`src/rtl/icache_line_server.sv`:
```
// Instruction-cache refill responder: fetches eight words for a missed line and returns it as one 256-bit line.
// Optional last-line buffer enabled by defining ICACHE_LINE_BUF_EN.
module icache_line_server #(
  parameter int unsigned LINE_WORDS      = 8,
  parameter int unsigned MAX_OUTSTANDING = 4
) (
  input  logic         clk,
  input  logic         reset,
  input  logic         addr_send,
  input  logic [31:0]  addr,
  output logic         addr_ok,
  output logic         data_ok,
  output logic [255:0] memory_data,
  output logic         mem_req,
  output logic [31:0]  mem_addr,
  input  logic         mem_gnt,
  input  logic         mem_rvalid,
  input  logic [31:0]  mem_rdata
);

  localparam logic [3:0] LW   = 4'(LINE_WORDS);
  localparam logic [3:0] MAXO = 4'(MAX_OUTSTANDING);

  typedef enum logic [1:0] {IDLE, ACCEPT, FETCH, DELIVER} state_t;

  state_t      state;
  logic [26:0] base_tag;
  logic [3:0]  issue_cnt;
  logic [3:0]  ret_cnt;
  logic        grant;
  logic        resp;
  logic [3:0]  issue_nxt;
  logic [3:0]  ret_nxt;
  logic [3:0]  outst_nxt;
  logic        unused_addr_bits;

`ifdef ICACHE_LINE_BUF_EN
  logic [26:0] buf_tag;
  logic        buf_valid;
`endif

  assign unused_addr_bits = ^addr[4:0];

  assign grant = mem_req & mem_gnt;
  // Late or surplus responses are dropped rather than allowed to corrupt the line.
  assign resp  = (state == FETCH) && mem_rvalid && (ret_cnt < LW);

  always_comb begin
    issue_nxt = issue_cnt + {3'b000, grant};
    ret_nxt   = ret_cnt + {3'b000, resp};
    outst_nxt = issue_nxt - ret_nxt;
  end

  always_ff @(posedge clk) begin
    if (reset) begin
      state       <= IDLE;
      base_tag    <= '0;
      issue_cnt   <= '0;
      ret_cnt     <= '0;
      addr_ok     <= 1'b0;
      data_ok     <= 1'b0;
      mem_req     <= 1'b0;
      mem_addr    <= '0;
      memory_data <= '0;
`ifdef ICACHE_LINE_BUF_EN
      buf_tag     <= '0;
      buf_valid   <= 1'b0;
`endif
    end else begin
      addr_ok <= 1'b0;
      data_ok <= 1'b0;
      mem_req <= 1'b0;
      case (state)
        IDLE: begin
          if (addr_send) begin
            base_tag <= addr[31:5];
            addr_ok  <= 1'b1;
            state    <= ACCEPT;
          end
        end
        ACCEPT: begin
          issue_cnt <= '0;
          ret_cnt   <= '0;
`ifdef ICACHE_LINE_BUF_EN
          if (buf_valid && (buf_tag == base_tag)) begin
            data_ok <= 1'b1;
            state   <= DELIVER;
          end else
`endif
          begin
            mem_req  <= 1'b1;
            mem_addr <= {base_tag, 5'b00000};
            state    <= FETCH;
          end
        end
        FETCH: begin
          issue_cnt <= issue_nxt;
          ret_cnt   <= ret_nxt;
          for (int unsigned i = 0; i < LINE_WORDS; i++) begin
            if (resp && (ret_cnt == 4'(i)))
              memory_data[(LINE_WORDS-1-i)*32 +: 32] <= mem_rdata;
          end
          if (ret_nxt == LW) begin
            data_ok <= 1'b1;
            state   <= DELIVER;
`ifdef ICACHE_LINE_BUF_EN
            buf_tag   <= base_tag;
            buf_valid <= 1'b1;
`endif
          end else begin
            // Request line is registered, so it is computed from post-edge counts.
            mem_req  <= (issue_nxt < LW) && (outst_nxt < MAXO);
            mem_addr <= {base_tag, issue_nxt[2:0], 2'b00};
          end
        end
        DELIVER: state <= IDLE;
        default: state <= IDLE;
      endcase
    end
  end

endmodule
```
`config.mk`:
```
export PLATFORM = sky130hd
export DESIGN_NAME = icache_line_server
export DESIGN_NICKNAME = d
export VERILOG_FILES = /design/src/rtl/icache_line_server.sv
export SDC_FILE = /design/constraint.sdc
export NUM_CORES = 1
export LEC_CHECK = 0
export CAP_MARGIN = 40
export CORE_MARGIN = 3
export CORE_UTILIZATION = 47
export DETAILED_ROUTE_END_ITERATION = 6
export PLACE_DENSITY_LB_ADDON = 0.1
export REMOVE_ABC_BUFFERS = 1
export SLEW_MARGIN = 25
export SYNTH_ARGS = -nofsm -noshare
export SYNTH_HDL_FRONTEND = slang
export SYNTH_SLANG_ARGS = --single-unit
export TNS_END_PERCENT = 10
```
`constraint.sdc`:
```
create_clock -name clk -period 3.17 [get_ports clk]
set_input_delay 0.4755 -clock clk [delete_from_list [all_inputs] [get_ports clk]]
set_output_delay 0.4755 -clock clk [all_outputs]
set_load 0.005 [all_outputs]
```
# ---- After elaboration in Yosys (flattened, before gate mapping)
# Cells that the tools add are included.
dict set report totals {
  regBits 328
  inputBits 69
  out_inout_bits 291
  word_cells 77
}
dict set report op_classes {
  addsub 3
  n_lt_le_gt_ge 3
  n_eq_ne 14
  mux 11
  bitwise 3
  n_reduce_logical 27
}
# cell n
set ops {}
lappend ops {{case mux 32 bit (2 select lines)} 1}
lappend ops {{two-way mux 32 bit} 1}
lappend ops {{AND reduction 2 bit} 11}
lappend ops {{equality test 4 x 3 -> 1 bit, second input constant} 4}
lappend ops {{case mux 4 bit (2 select lines)} 2}
lappend ops {{logical AND 1 bit} 11}
lappend ops {{adder 4 x 1 -> 4 bit} 2}
lappend ops {{equality test 4 x 2 -> 1 bit, second input constant} 2}
lappend ops {{< comparator 4 bit, second input constant} 2}
lappend ops {{case mux 2 bit (4 select lines)} 1}
lappend ops {{equality test 2 bit, second input constant} 2}
lappend ops {{equality test 4 x 1 -> 1 bit, second input constant} 1}
lappend ops {{equality test 4 bit, second input constant} 1}
lappend ops {{zero test 4 bit} 1}
lappend ops {{< comparator 4 x 3 -> 1 bit, second input constant} 1}
lappend ops {{two-way mux 2 bit} 2}
lappend ops {{!= test 2 bit, second input constant} 2}
lappend ops {{OR reduction 2 bit} 2}
lappend ops {{subtractor 4 bit} 1}
lappend ops {{two-way mux 1 bit} 3}
lappend ops {{equality test 2 x 1 -> 1 bit, second input constant} 1}
lappend ops {{zero test 2 bit} 1}
lappend ops {{!= test 2 x 1 -> 1 bit, second input constant} 1}
lappend ops {{NOT 1 bit} 2}
lappend ops {{3 further kinds} 3}

# ---- Logic depth before layout (Yosys ltp)
dict set report depth {
  ltp_word 9
  depth_mapped 13
}

# ---- Least setup slack after synthesis
# OpenSTA, ideal clock, no wires.
dict set report synth_path {
  path_type {register to register}
  startpoint {reg state[0]}
  endpoint {reg mem_req}
  arrival_time_ns 2.491
  slack_ns 0.605
  path_stages_with_launch 13
  cell_sequence {dfxtp_1 inv_1 ha_1 and3b_1 buf_2 ha_1 ha_1 inv_1 ha_1 a21oi_1 maj3_1 xnor2_1 o21ai_0}
}
dict set report synth_via {
  elab_chain_len 9
  word_cells_on_any_way 11
}
# item line
set synth_lines {}
lappend synth_lines {{start, declared} 26} ;# state_t state;
lappend synth_lines {{start signal, assigned} 56} ;# state <= IDLE;
lappend synth_lines {{start signal, assigned} 78} ;# state <= ACCEPT;
lappend synth_lines {{start signal, assigned} 93} ;# state <= FETCH;
lappend synth_lines {{equality test 2 bit} {46, 73}}
lappend synth_lines {{logical AND 1 bit (2 in a row)} 46} ;# assign resp = (state == FETCH) && mem_rvalid && (ret_cnt < LW);
lappend synth_lines {{adder 4 x 1 -> 4 bit} 50} ;# ret_nxt = ret_cnt + {3'b000, resp};
lappend synth_lines {{subtractor 4 bit} 51} ;# outst_nxt = issue_nxt - ret_nxt;
lappend synth_lines {{< comparator 4 x 3 -> 1 bit} 112} ;# mem_req <= (issue_nxt < LW) && (outst_nxt < MAXO);
lappend synth_lines {{logical AND 1 bit} 112}
lappend synth_lines {{two-way mux 1 bit} 103} ;# if (ret_nxt == LW) begin
lappend synth_lines {{case mux 1 bit (2 select lines) *} 73} ;# case (state)
lappend synth_lines {{end signal, assigned} 112}
lappend synth_lines {{end, declared} 14} ;# output logic mem_req,
# Every way passes the cells marked *; elsewhere a longest branch is shown, timed or not.
# A chain may end at the register's enable or synchronous reset.

# ---- Worst setup path in the final report
# Ends and elaborated chain as after synthesis.

==> results.toml <==
[run_status]
status = "finished, final reports clean"

[sta]
min_period_ns = 2.606
report.final.slew_viol_count = 0
max_freq_mhz = 383.7
max-slew-margin-rel_pct = 46.53
finalWorstSetupSlack_ns = 0.5638
hold_violations = 0
min_period_over_period_pct = 82.21
fin_skew_ns = 0.009555
worst_pin_slew_ns = 0.8021
rsz0062_at_grt = "no"
finalSetupViolCount = 0
holdWs_ns = 0.4296

[critical_path]
critical_path_arrival_ns = 2.99
critPathKind = "reg2reg"
rrSetupSlack_ns = 0.56
crit_end = "mem_req$_SDFF_PP0_"
r2r_start = "state[0]$_SDFFE_PP0P_"
critPathMaxFanout = 4
r2r-end = "mem_req$_SDFF_PP0_"
startpoint_type = "flop"
critPathCaptureType = "flop"
reg2reg_depth = 11
critPathLaunch = "state[0]$_SDFFE_PP0P_"
cp.required_ns = 3.55

[synth]
syn_avg_cell_area_sq_um = 8.023
synth_edf_count = 0
synth_cells = 1477
syn_area_sq_um = 11850
synth_cell_types = 39
synth_seq_area_share_pct = 55.07
ys.flop_type = "dfxtp_1"
yosys_warnings = 0
async_reset_ff_share_pct = 0
synth-seq-cells = 326

[detailed_routing]
vias = 10810
drtIter0Drc = 827
wire_per_inst_um = 18.06
dr.pass1.iters = 5
wl_um = 38100
drc = 0
avgViaCountPerCell = 5.124
ant_nets = 0

[clock_tree]
htree_levels = 2
clock_sinks = 326
cts_buffer_depth = 3
ctsHoldBuffers = 0
post_cts_resized = 0
insertion_delay_ns = 0.50
cts_made_buffers = 35
post_cts_buffers = 0
cts_tree = "yes"
clkTransAtPathRegs_ns = 0.06
cts-root-buf = "clkbuf_16"

[global_route]
antenna_found_initial = 0
grt_util_met3_pct = 9.080
track_usage_pct = 26.81
grt_pass1_wl_um = 56970
met2_usage_pct = 44.65
grt_pass1_vias = 10050
overflow = 0
grt_busiest_layer = "met2"
grt_max_degree = 120
grtUsageMet1_pct = 33.01

[layout]
diodes = 0
drive_gt1_share_pct = 5.599
area_growth_pct = 40.49
nNetsFinal = 1844

[power_and_ir_drop]
p_leak_nw = 5.631
power_per_cell_area_nw_per_um2 = 590.1
max-vdd-ir-drop_mv = 0.4610
p_total_w = 0.009824

[place]
place_ws_ns = 0.3261
port_buffers = 352
globalplace.congestion = 0.8187
dp_hpwl_um = 25090

[floorplan]
io_pins = 360
die_x_um = 164.8
die_h_um = 164.8
rows = 57
coreArea_sq_um = 24530
die_area_sq_um = 27150
start_util_pct = 48.30

[run]
drv_cap = 0

[worst_hold_path]
hold_path.class = "in2reg"
==> layout make-up <==
class,instances,area (sq um)
clock buffer,52,1062
inverter,7,26.28
timing repair buffer,387,3886
clock inverter,5,77.57
fill,2099,7885
tap,324,405.4
multi-input combinational,1009,4664
sequential,326,6526
==> where the power goes <==
part           internal [W]  switching [W]
Combinational      0.000622       0.000816
Clock               0.00246        0.00156
Sequential          0.00427      0.0000879
Total               0.00736        0.00246
==> synthesized netlist by cell type (2+ instances only) <==
library cell    n  area, sq um
a21oi_1       296         1481
and2_1          3        18.77
and3b_1         3        26.28
buf_2          52        260.3
buf_4          25        187.7
buf_6           2        22.52
clkbuf_1       57        214.0
dfxtp_1       326         6526
ha_1            9        112.6
inv_1           7        26.28
mux2i_1        27        270.3
nand2_1       577         2166
nand2b_1        2        12.51
nand3_1        13        65.06
nand3b_1        3        22.52
nand4b_1        2        17.52
nor2_1         39        146.4
nor3_1          3        15.01
nor3_2          2        20.02
nor3b_2         2        25.02
o21ai_0         4        20.02
xnor2_1         6        52.55
==> critical path, cell delays in order, from the launching register on <==
cell and delay (ns):
dfxtp_1 0.35, inv_1 0.09, ha_1 0.21, and3b_1 0.19
ha_1 0.21, ha_1 0.35, inv_1 0.06, ha_1 0.27
a21oi_1 0.09, maj3_1 0.38, xnor2_1 0.17, o21ai_0 0.11
==> through the flow <==
stage / util [%] / std cells / setup TNS, ns / area, sq um
final: 67.86 / 2110 / 0 / 16650
after global placement: 63.15 / 2052 / 0 / 15490
after CTS: 67.86 / 2110 / 0 / 16650
after floorplan: - / 1342 / -12.26 / 11170
after detailed placement: 63.21 / 2053 / 0 / 15510
after global routing: 67.86 / 2110 / 0 / 16650
==> state kept, by name (all words and copies together), names as in the netlist <==
register and cells:
addr_ok 1, base_tag 27, data_ok 1, issue_cnt 4, mem_addr 30, mem_req 1, memory_data 256, ret_cnt 4
state 2
==> cell usage in the layout, fill, tap and decap left out, drive strengths merged <==
| master | synthesis | layout |
|---|---|---|
| xnor2 | 6 | 6 |
| clkdlybuf4s50 | 0 | 351 |
| inv | 7 | 7 |
| nand4 | 1 | 1 |
| and3 | 1 | 1 |
| o2bb2a | 1 | 1 |
| a211oi | 1 | 1 |
| nor3b | 2 | 2 |
| clkinv | 0 | 2 |
| buf | 79 | 36 |
| or3 | 1 | 1 |
| nand2b | 2 | 2 |
| nor4 | 1 | 1 |
| nor3 | 5 | 5 |
| conb | 1 | 2 |
| nand4b | 2 | 2 |
| xor2 | 2 | 2 |
| clkinvlp | 0 | 1 |
| maj3 | 1 | 1 |
| and2 | 3 | 3 |
| nor2 | 39 | 39 |
| a21oi | 296 | 296 |
| o21ai | 5 | 5 |
| and2b | 1 | 1 |
| ha | 9 | 9 |
| nand2 | 578 | 578 |
| a21o | 1 | 1 |
| a31oi | 1 | 1 |
| and3b | 3 | 3 |
| mux2i | 27 | 27 |
| nand3b | 3 | 3 |
| bufinv | 0 | 2 |
| o22a | 1 | 1 |
| dfxtp | 326 | 326 |
| clkbuf | 57 | 52 |
| nand3 | 14 | 14 |
==> worst min path at each step <==
| stage | from | to | depth (start not counted) |
|---|---|---|---|
| finish | reset | mem_addr[31]$_SDFFE_PP0P_ | 2 |
| global route | memory_data[53]$_SDFFE_PP0P_ | memory_data[53]$_SDFFE_PP0P_ | 2 |
| detailed placement | memory_data[26]$_SDFFE_PP0P_ | memory_data[26]$_SDFFE_PP0P_ | 2 |
| floorplan | base_tag[0]$_SDFFE_PP0P_ | base_tag[0]$_SDFFE_PP0P_ | 2 |
| CTS | memory_data[26]$_SDFFE_PP0P_ | memory_data[26]$_SDFFE_PP0P_ | 2 |
| global placement | memory_data[182]$_SDFFE_PP0P_ | memory_data[182]$_SDFFE_PP0P_ | 2 |
==> metal layers <==
metal | part of all wire [%] | vias up
li1 | - | 5308
met1 | 40 | 5040
met2 | 47 | 397
met3 | 9.7 | 66
met4 | 2.8 | 0
met5 | 0 | -
==> cell families (layout without fill, tap and decap cells) <==
logic type,after synthesis,after routing,synth area share (%)
and+or+nand+nor,656,656,21.82
buffers and inverters,143,451,5.997
muxes,27,27,2.281
other,1,2,0.03165
DFF,326,326,55.07
xor gates and xnor gates,8,8,0.6547
adders and majority gates,10,10,1.035
AOI/OAI and AO/OA,306,306,13.10
Power figures use the tool's default switching activity.
